**src/rtl/mpt_walk_stage.sv**
```systemverilog
// MPT walker stage: multi-level table walk through a single-outstanding read port,
// emitting {leaf mpte, transaction} or the transaction flagged with an access error.
module mpt_walk_stage #(
  parameter int PIPELINE_SLAVE_DATA_WIDTH  = 32,
  parameter int PIPELINE_MASTER_DATA_WIDTH = PIPELINE_SLAVE_DATA_WIDTH + 64,
  parameter int IDX_W                      = 9,
  parameter int PAGE_SHIFT                 = 12,
  parameter int ADDR_W                     = 56,
  parameter int PPN_W                      = 12
) (
  input  logic                                  clk_i,
  input  logic                                  rst_i,
  input  logic                                  stage_slave_valid,
  output logic                                  stage_slave_ready,
  input  logic [PIPELINE_SLAVE_DATA_WIDTH-1:0]  stage_slave_data,
  output logic                                  stage_master_valid,
  input  logic                                  stage_master_ready,
  output logic [PIPELINE_MASTER_DATA_WIDTH-1:0] stage_master_data,
  input  logic                                  stage_ctrl_valid,
  input  logic [0:0]                            stage_ctrl_data,
  output logic                                  stage_status_valid,
  output logic [0:0]                            stage_status_data,
  output logic                                  mem_req_valid_o,
  input  logic                                  mem_req_ready_i,
  output logic [ADDR_W-1:0]                     mem_req_addr_o,
  input  logic                                  mem_rsp_valid_i,
  input  logic [63:0]                           mem_rsp_data_i,
  input  logic                                  mem_rsp_error_i
);

  // Transaction layout, LSB first: valid, walking, access_error, mmpt.MODE[3:0], mmpt.PPN, spa.
  localparam int SW        = PIPELINE_SLAVE_DATA_WIDTH;
  localparam int VALID_B   = 0;
  localparam int WALK_B    = 1;
  localparam int AE_B      = 2;
  localparam int MODE_LSB  = 3;
  localparam int PPN_LSB   = 7;
  localparam int SPA_LSB   = PPN_LSB + PPN_W;
  localparam int SPA_W     = SW - SPA_LSB;

  localparam logic       MPT_WALKING_SKIP = 1'b1;
  localparam logic [0:0] FLUSH_CMD        = 1'b1;
  localparam logic [0:0] FLUSH_DONE       = 1'b1;

  localparam logic [2:0] S_IDLE  = 3'd0;
  localparam logic [2:0] S_REQ   = 3'd1;
  localparam logic [2:0] S_WAIT  = 3'd2;
  localparam logic [2:0] S_OUT   = 3'd3;
  localparam logic [2:0] S_DRAIN = 3'd4;

  logic [2:0]        state_q, state_d;
  logic [SW-1:0]     txn_q, txn_d;
  logic [63:0]       mpte_q, mpte_d;
  logic [ADDR_W-1:0] base_q, base_d;
  logic [2:0]        level_q, level_d;
  logic              ready_q, ready_d;
  logic              status_q, status_d;

  logic                     flush;
  logic [SPA_W+IDX_W-1:0]   spa_ext, spa_sh;
  logic [IDX_W-1:0]         idx;
  logic [ADDR_W-1:0]        req_addr;
  logic [ADDR_W-1:0]        entry_base;
  logic [ADDR_W-1:0]        root_base;
  logic [3:0]               in_mode;
  logic [2:0]               in_level;
  logic                     in_mode_ok;
  logic                     in_skip;

  assign flush = stage_ctrl_valid && (stage_ctrl_data == FLUSH_CMD);

  // Index bits above the stored spa field read as zero.
  always_comb begin
    spa_ext  = {{IDX_W{1'b0}}, txn_q[SPA_LSB +: SPA_W]};
    spa_sh   = spa_ext >> (PAGE_SHIFT + IDX_W * 32'(level_q));
    idx      = spa_sh[IDX_W-1:0];
    req_addr = base_q + ADDR_W'({idx, 3'b000});
  end

  assign entry_base = ADDR_W'({mem_rsp_data_i[53:10], {PAGE_SHIFT{1'b0}}});
  assign root_base  = ADDR_W'({stage_slave_data[PPN_LSB +: PPN_W], {PAGE_SHIFT{1'b0}}});
  assign in_mode    = stage_slave_data[MODE_LSB +: 4];
  assign in_skip    = !stage_slave_data[VALID_B] ||
                      (stage_slave_data[WALK_B] == MPT_WALKING_SKIP) ||
                      stage_slave_data[AE_B];

  // Modes without a defined walk depth are flagged as access errors.
  always_comb begin
    in_level   = 3'd0;
    in_mode_ok = 1'b1;
    case (in_mode)
      4'd1:    in_level = 3'd1;
      4'd2:    in_level = 3'd2;
      4'd3:    in_level = 3'd3;
      4'd4:    in_level = 3'd4;
      default: in_mode_ok = 1'b0;
    endcase
  end

  always_comb begin
    state_d  = state_q;
    txn_d    = txn_q;
    mpte_d   = mpte_q;
    base_d   = base_q;
    level_d  = level_q;
    status_d = 1'b0;
    case (state_q)
      S_IDLE: begin
        if (flush) begin
          status_d = 1'b1;
        end else if (stage_slave_valid && ready_q) begin
          txn_d  = stage_slave_data;
          mpte_d = '0;
          if (in_skip) begin
            state_d = S_OUT;
          end else if (!in_mode_ok) begin
            txn_d[AE_B] = 1'b1;
            state_d     = S_OUT;
          end else begin
            level_d = in_level;
            base_d  = root_base;
            state_d = S_REQ;
          end
        end
      end
      S_REQ: begin
        if (flush) begin
          state_d  = S_IDLE;
          status_d = 1'b1;
        end else if (mem_req_ready_i) begin
          state_d = S_WAIT;
        end
      end
      S_WAIT: begin
        if (flush) begin
          state_d = S_DRAIN;
        end else if (mem_rsp_valid_i) begin
          if (mem_rsp_error_i || !mem_rsp_data_i[0]) begin
            txn_d[AE_B] = 1'b1;
            mpte_d      = mem_rsp_data_i;
            state_d     = S_OUT;
          end else if (mem_rsp_data_i[1]) begin
            mpte_d  = mem_rsp_data_i;
            state_d = S_OUT;
          end else if (level_q != 3'd0) begin
            base_d  = entry_base;
            level_d = level_q - 3'd1;
            state_d = S_REQ;
          end else begin
            txn_d[AE_B] = 1'b1;
            state_d     = S_OUT;
          end
        end
      end
      S_OUT: begin
        if (flush) begin
          state_d  = S_IDLE;
          status_d = 1'b1;
        end else if (stage_master_ready) begin
          state_d = S_IDLE;
        end
      end
      S_DRAIN: begin
        if (mem_rsp_valid_i) begin
          state_d  = S_IDLE;
          status_d = 1'b1;
        end
      end
      default: state_d = S_IDLE;
    endcase
    ready_d = (state_d == S_IDLE);
  end

  always_ff @(posedge clk_i or posedge rst_i) begin
    if (rst_i) begin
      state_q  <= S_IDLE;
      txn_q    <= '0;
      mpte_q   <= '0;
      base_q   <= '0;
      level_q  <= '0;
      ready_q  <= 1'b0;
      status_q <= 1'b0;
    end else begin
      state_q  <= state_d;
      txn_q    <= txn_d;
      mpte_q   <= mpte_d;
      base_q   <= base_d;
      level_q  <= level_d;
      ready_q  <= ready_d;
      status_q <= status_d;
    end
  end

  assign stage_slave_ready  = ready_q;
  assign stage_master_valid = (state_q == S_OUT);
  assign stage_master_data  = {mpte_q, txn_q};
  assign mem_req_valid_o    = (state_q == S_REQ);
  assign mem_req_addr_o     = (state_q == S_REQ) ? req_addr : '0;
  assign stage_status_valid = status_q;
  assign stage_status_data  = status_q ? FLUSH_DONE : '0;

endmodule

```
**config.mk**
```make
export PLATFORM = sky130hd
export DESIGN_NAME = mpt_walk_stage
export DESIGN_NICKNAME = d
export VERILOG_FILES = /design/src/rtl/mpt_walk_stage.sv
export SDC_FILE = /design/constraint.sdc
export NUM_CORES = 1
export LEC_CHECK = 0
export CAP_MARGIN = 20
export CORE_MARGIN = 2
export CORE_UTILIZATION = 43
export CTS_BUF_LIST = sky130_fd_sc_hd__clkbuf_16
export DETAILED_ROUTE_END_ITERATION = 7
export HOLD_SLACK_MARGIN = 0.08
export PLACE_DENSITY = 0.89
export RECOVER_POWER = 100
export SETUP_SLACK_MARGIN = 0.5
export SYNTH_ARGS = -nofsm -noshare
export SYNTH_HDL_FRONTEND = slang
export SYNTH_SLANG_ARGS = --single-unit
```
**constraint.sdc**
```tcl
create_clock -name clk_i -period 5.8 [get_ports clk_i]
set_clock_uncertainty 0.05 [all_clocks]
set_input_delay 0.58 -clock clk_i [delete_from_list [all_inputs] [get_ports clk_i]]
set_output_delay 0.58 -clock clk_i [all_outputs]
set_load 0.05 [all_outputs]
```
==> results of run 1 <==
==> registers in the layout, summed over array words and instances (netlist names) <==
name	count
mpte_q	64
base_q	44
txn_q	32
level_q	3
state_q	3
stage_slave_ready	1
stage_status_valid	1
==> cells in the mapped netlist (2+ instances only) <==
master,number
nand2b_1,5
a21oi_1,21
a22o_1,19
dfrtp_1,148
nand2_1,117
or3_1,2
buf_4,12
nand3_1,3
nor3b_1,2
ha_1,2
clkbuf_1,34
nor3_2,2
o21ai_0,81
nor3_1,2
mux2_2,43
nor2_1,11
a311oi_1,2
and2_1,45
and3_1,13
a31oi_1,4
buf_2,4
inv_1,8
==> layer usage <==
metal / routed length [um] / up-vias / share of wire [%] / track usage, %
met4: 287 / 0 / 1.7 / 7.27
met2: 8540 / 200 / 49 / 37.5
met3: 1630 / 25 / 9.4 / 8.98
met5: 0 / - / 0 / 0
li1: - / 2481 / - / -
met1: 6810 / 2533 / 39 / 27.5
==> logic make-up after synthesis <==
kind of cell / share of synthesized area, %
flops: 59.0
mux: 7.72
other cells: 0.0598
buf+inv: 4.45
fa+ha+maj: 0.399
compound gates: 12.7
simple gates: 15.6
==> worst max-delay path: cells and delay by family, from the launching register on <==
kind / cells / cell delay (ps)
flops: 1 / 460
simple gates: 3 / 1090
buf+inv: 2 / 1880
==> stage by stage <==
stage               cell area (sq um)  instances  hold WS (ps)  setup slack (ps)  utilization (%)
finish                           9400       1030           421              1300             65.4
global placement                 8880        997           402              2600             61.8
global route                     9400       1029           447               988             65.4
floorplan                        6310        605           392              1190                -
detailed placement               8890        998           412              2550             61.9
CTS                              9450       1029           426              2110             65.8
==> power groups by stage <==
stage,registers [mW],clock network (mW),logic (mW)
finish,1.74,1.06,2.95
global route,1.79,1.12,3.12
CTS,1.76,1.07,3.12
detailed placement,1.77,0,3.10
global placement,1.74,0,3.05
floorplan,2.76,0,1.02
==> worst max path at each step <==
stage               cells after the start                 start                     end  slack [ps]
detailed placement                      6   stage_slave_data[3]  base_q[31]$_DFFE_PP0P_        2550
global placement                        5  state_q[2]$_DFF_PP0_       mem_req_addr_o[3]        2600
global route                            5  state_q[2]$_DFF_PP0_       mem_req_addr_o[3]         990
finish                                  5  state_q[2]$_DFF_PP0_      mem_req_addr_o[13]        1300
CTS                                     5  state_q[2]$_DFF_PP0_       mem_req_addr_o[3]        2110
floorplan                               1                 rst_i  base_q[12]$_DFFE_PP0P_        1190
==> cell type report <==
class	count	area share [%]
inverters	8	0.373
clock inverters	14	1.46
repair buffers	260	27.1
well taps	184	2.45
clock buffers	17	4.52
diodes	1	0.0266
flip-flops and latches	148	39.4
multi-input cells	398	24.6
==> impl_results.md, run 1 <==
* Num ports at 262
* Vias/cell at 5.09
* Clk buf depth at 2
* Initial Utilization at 43.7%
* Setup Total Neg Slack at 0 ps
* Slew HR at -78.7%
* HP Class: reg -> reg
* Yosys warns at 0
* Worst-path clk slew at 60 ps
* Max Slew Vio Count at 84
* Synth Instances at 595
* Post-Route WL at 17.3 mm
* Initial antenna violation count at 1
* Layout cell share with drive strength beyond 1 at 8.76%
* Worst Hold End: mpte_q[52]$_DFFE_PP0P_
* Pwr Density at 611 mW/mm^2
* Most used flip-flop cell after synthesis: dfrtp_1
* Commonest non-fill, non-tap cell in the layout: dfrtp_1
* Peak Freq at 222 MHz
* Worst-path fanout max at 35
* Post-layout min period at 4500 ps
* Comb power frac at 51.3%
* Crit-path max cell delay at 980 ps
* CTS Buf Count at 17
* DPL Wire Length at 12.3 mm
* Final #Nets at 940
* Filler Cell Count at 1,103
* Antenna Nets Post-Route at 0
* Worst R2R Start: state_q[1]$_DFF_PP0_
* Top cells by area, synth: dfrtp_1 (59%), mux2_2 (7.7%), nand2_1 (7.0%)
* Root buffer cell: clkbuf_16
* FF+latch count, synth at 148
* Rows at 44
* Final-report setup violation count at 0
* Setup crit end kind: primary output
* Crit Path Category: reg -> out
* RePlAce Congestion at 0.770
* P&R area growth vs syn at 49.9%
* Total Power at 5.74 mW
* Switching Fraction at 47.5%
* Placeable Area at 0.0144 sq mm
* RSZ-0062 raised after global routing: false
* CP required at 5170 ps
* Slowest CP cell: clkbuf_1
* Die W at 125 um
* CTS resizes at 0
* Worst R2R Path Depth at 6
* Area of the multi-input gates at 0.00232 sq mm
* Port buffer count at 250
* Final hold vios at 0
* CTS HTree Levels at 4
* Post-synth cell types at 37
* GRT Resource Usage Total at 22.8%
* Drt wl/cell at 16.8 um
* CTS tree: done
* Worst path arrival time at 3870 ps
* Setup crit start kind: register
* Worst-path cell chain: nand2b_1 > nor2_1 > clkbuf_1 > and2_1 > dlygate4sd3_1
* P_sw at 2.72 mW
* Number of synthesized flops with an enable pin at 0
* Mean Syn Cell Area at 10.5 sq um
* Worst Hold Launch: mpte_q[52]$_DFFE_PP0P_
* Most frequent cells in the layout: dfrtp_1 (148), dlygate4sd3_1 (145), nand2_1 (117)
* Clk sink count at 148
* Hold Path Stages at 2
* Status: complete, but fails checks
* Clk_lat worst skew at 420 ps
* Starting DRT DRC Count at 254
* # Post-CTS Setup Buffers at 0
* Sequential Power Share at 30.2%
* Largest net degree at the start of global routing at 100
* Seq/Total Area, Yosys at 59.0%
* DRT Pass-1 Iters at 4
* Clock power frac at 18.5%
* P_leak at 4.42 nW
* Post-synth ARST share at 100%
* Violated checks: capacitance limit, slew limit
* Maxcap violations at 2
* Slew @ Worst Pin at 2680 ps
* Reg area at 0.00370 sq mm
* Hold_buf cts at 0
* Post-synth top area share at 59.0%
* Die Span Y at 125 um
* Routed via count at 5,239
* Maximum VDD drop at 381 uV
* Period utilization at 77.6%
* Mapped cell area at 0.00627 sq mm
* Vias in the first global route at 5,260
* Drt drc at 0
* Reg2reg setup slack at 1680 ps
* Yosys top cell by area: dfrtp_1
* Int Pwr at 3.02 mW
* Global-route wire length before repair at 27.9 mm
* Die area at 0.0156 sq mm
* Reg2reg end: mpte_q[42]$_DFFE_PP0P_
* Total global routing overflow at 0
No activity file was read; power rests on OpenSTA's default activity.
==> run 2: changes to the inputs <==
==> constraint.sdc (replaced) <==
create_clock -name clk_i -period 4.27 [get_ports clk_i]
set_clock_uncertainty 0.05 [all_clocks]
set_input_delay 0.427 -clock clk_i [delete_from_list [all_inputs] [get_ports clk_i]]
set_output_delay 0.427 -clock clk_i [all_outputs]
set_load 0.05 [all_outputs]
==> run 2 against run 1 <==
The flow still finishes with violations (capacitance limit, slew limit). Global-route usage rose by 0.17 points. Clock power up 38%. Flip-flop and latch count unchanged. Worst hold slack hardly changed. Die area is the same. Combinational power is 36% higher. Critical path type is now reg -> reg. Largest power group unchanged.
==> impl_results.md, run 2 (synthesis gave the netlist of run 1 again) <==
* Post-route setup slack at 812 ps
* Crit-path max cell delay at 940 ps
* Clk buf depth at 2
* P_leak at 4.45 nW
* Root buffer cell: clkbuf_16
* DRT Pass-1 Iters at 4
* Violated checks: capacitance limit, slew limit
* Pwr Density at 830 mW/mm^2
* Initial Utilization at 43.7%
* Reg2reg end: mpte_q[56]$_DFFE_PP0P_
* Global-route wire length before repair at 28.4 mm
* HP Class: reg -> reg
* Worst R2R Path Depth at 5
* Sequential Power Share at 30.0%
* CTS tree: done
* Worst path bufs/invs at 2
* Port buffer count at 250
* P_sw at 3.67 mW
* Slowest CP cell: clkbuf_1
* Post-layout min period at 3460 ps
* Period utilization at 81.0%
* Worst path arrival time at 3750 ps
* Rows at 44
* Die area at 0.0156 sq mm
* Cell Area, Placed at 0.00890 sq mm
* Most used cell along the critical path: clkbuf_1
* Clock power frac at 18.7%
* Worst Hold End: mpte_q[1]$_DFFE_PP0P_
* RePlAce Congestion at 0.772
* Clk_lat worst skew at 410 ps
* Antenna Nets Post-Route at 0
* Largest net degree at the start of global routing at 149
* Status: complete, but fails checks
* Final core area utilization at 65.6%
* Hold Path Stages at 2
* # Post-CTS Setup Buffers at 0
* Int Pwr at 4.15 mW
* P&R area growth vs syn at 50.3%
* Max FFs per register at 64
* Family with the most delay on the worst path: buffers and inverters
* Slew @ Worst Pin at 2010 ps
* WP depth at 5
* Final #Nets at 941
* WHS at 421 ps
* Most frequent cells in the layout: dfrtp_1 (148), dlygate4sd3_1 (148), nand2_1 (117)
* DPL Wire Length at 12.2 mm
* WL met3 at 1.63 mm
* Biggest register: mpte_q
* Top Layer Used: met4
* Non-Filler Instances at 1,030
* Max Slew Vio Count at 149
* Reg2reg setup slack at 810 ps
* Vias/cell at 5.13
* CTS HTree Levels at 4
* Hold_buf cts at 0
* GRT Resource Usage Total at 22.9%
* Maxcap violations at 1
* RSZ-0062 raised after global routing: false
* Die Span Y at 125 um
* Worst Hold Launch: mpte_q[1]$_DFFE_PP0P_
* CTS resizes at 0
* Worst R2R Start: state_q[1]$_DFF_PP0_
* Layout cell share with drive strength beyond 1 at 9.23%
* Initial antenna violation count at 1
* Final-report setup violation count at 0
* Placeable Area at 0.0144 sq mm
* Die W at 125 um
* Regs by FF count: mpte_q: 64 flops, base_q: 44 flops, txn_q: 32 flops
* Worst-path clk slew at 60 ps
* Total global routing overflow at 0
* CP startpoint: state_q[1]$_DFF_PP0_
* CP required at 4570 ps
* Crit Path Category: reg -> reg
* Maximum VDD drop at 544 uV
* Setup Total Neg Slack at 0 ps
* Worst-path fanout max at 29
* Vias in the first global route at 5,456
* Comb power frac at 51.3%
* Setup crit end kind: register
* Post-placement setup slack at 1410 ps
* Peak Freq at 289 MHz
* CTS Buf Count at 17
* Starting DRT DRC Count at 255
* Worst-path cell chain: clkbuf_1 > nand2_1 > nor3_1 > clkbuf_1 > a22o_1
* Post-route cell area at 0.00943 sq mm
* Post-Route WL at 17.2 mm
* WL met2 at 8.40 mm
* Drt wl/cell at 16.7 um
* Slew HR at -33.8%
* Final hold vios at 0
* Inst Count DP at 999
* Drt drc at 0
* Setup crit start kind: register
* Clk sink count at 148
* M1 wire length at 6.78 mm
* Routed via count at 5,286
* Total Power at 7.82 mW
* Switching Fraction at 47.0%
* Num ports at 262
==> run 2: worst max path at each step <==
stage | to | slack [ps]
2_1_floorplan | mem_req_addr_o[46] | 1650
3_3_place_gp | mpte_q[53]$_DFFE_PP0P_ | 1500
3_5_place_dp | base_q[30]$_DFFE_PP0P_ | 1410
4_1_cts | mem_req_addr_o[3] | 1050
5_1_grt | mpte_q[2]$_DFFE_PP0P_ | 580
6_report | mpte_q[56]$_DFFE_PP0P_ | 810
==> run 2: per-layer routing <==
layer	vias up	GRT usage (%)
met5	-	0
met3	30	9.11
met2	226	36.9
met4	0	9.19
li1	2487	-
met1	2543	27.7
==> run 2: worst min-delay path, stage by stage, from the launching register on <==
cell and delay [ps]:
dfrtp_1 330, nand2_1 40, o21ai_0 60
==> run 2: layout make-up <==
cell class,count,area (sq um)
diodes,1,2.50
clock buffers,17,425
clock inverters,13,146
fillers,1097,4940
inverters,8,33.8
multi-input cells,398,2320
flip-flops and latches,148,3700
well taps,184,230
repair buffers,261,2570
==> run 2: power groups by stage <==
stage / Combinational, mW / Clock (mW) / Sequential, mW
3_5_place_dp: 4.22 / 0 / 2.39
4_1_cts: 4.24 / 1.50 / 2.38
6_report: 4.01 / 1.46 / 2.35
3_3_place_gp: 4.15 / 0 / 2.35
5_1_grt: 4.26 / 1.56 / 2.43
2_1_floorplan: 1.38 / 0 / 3.75
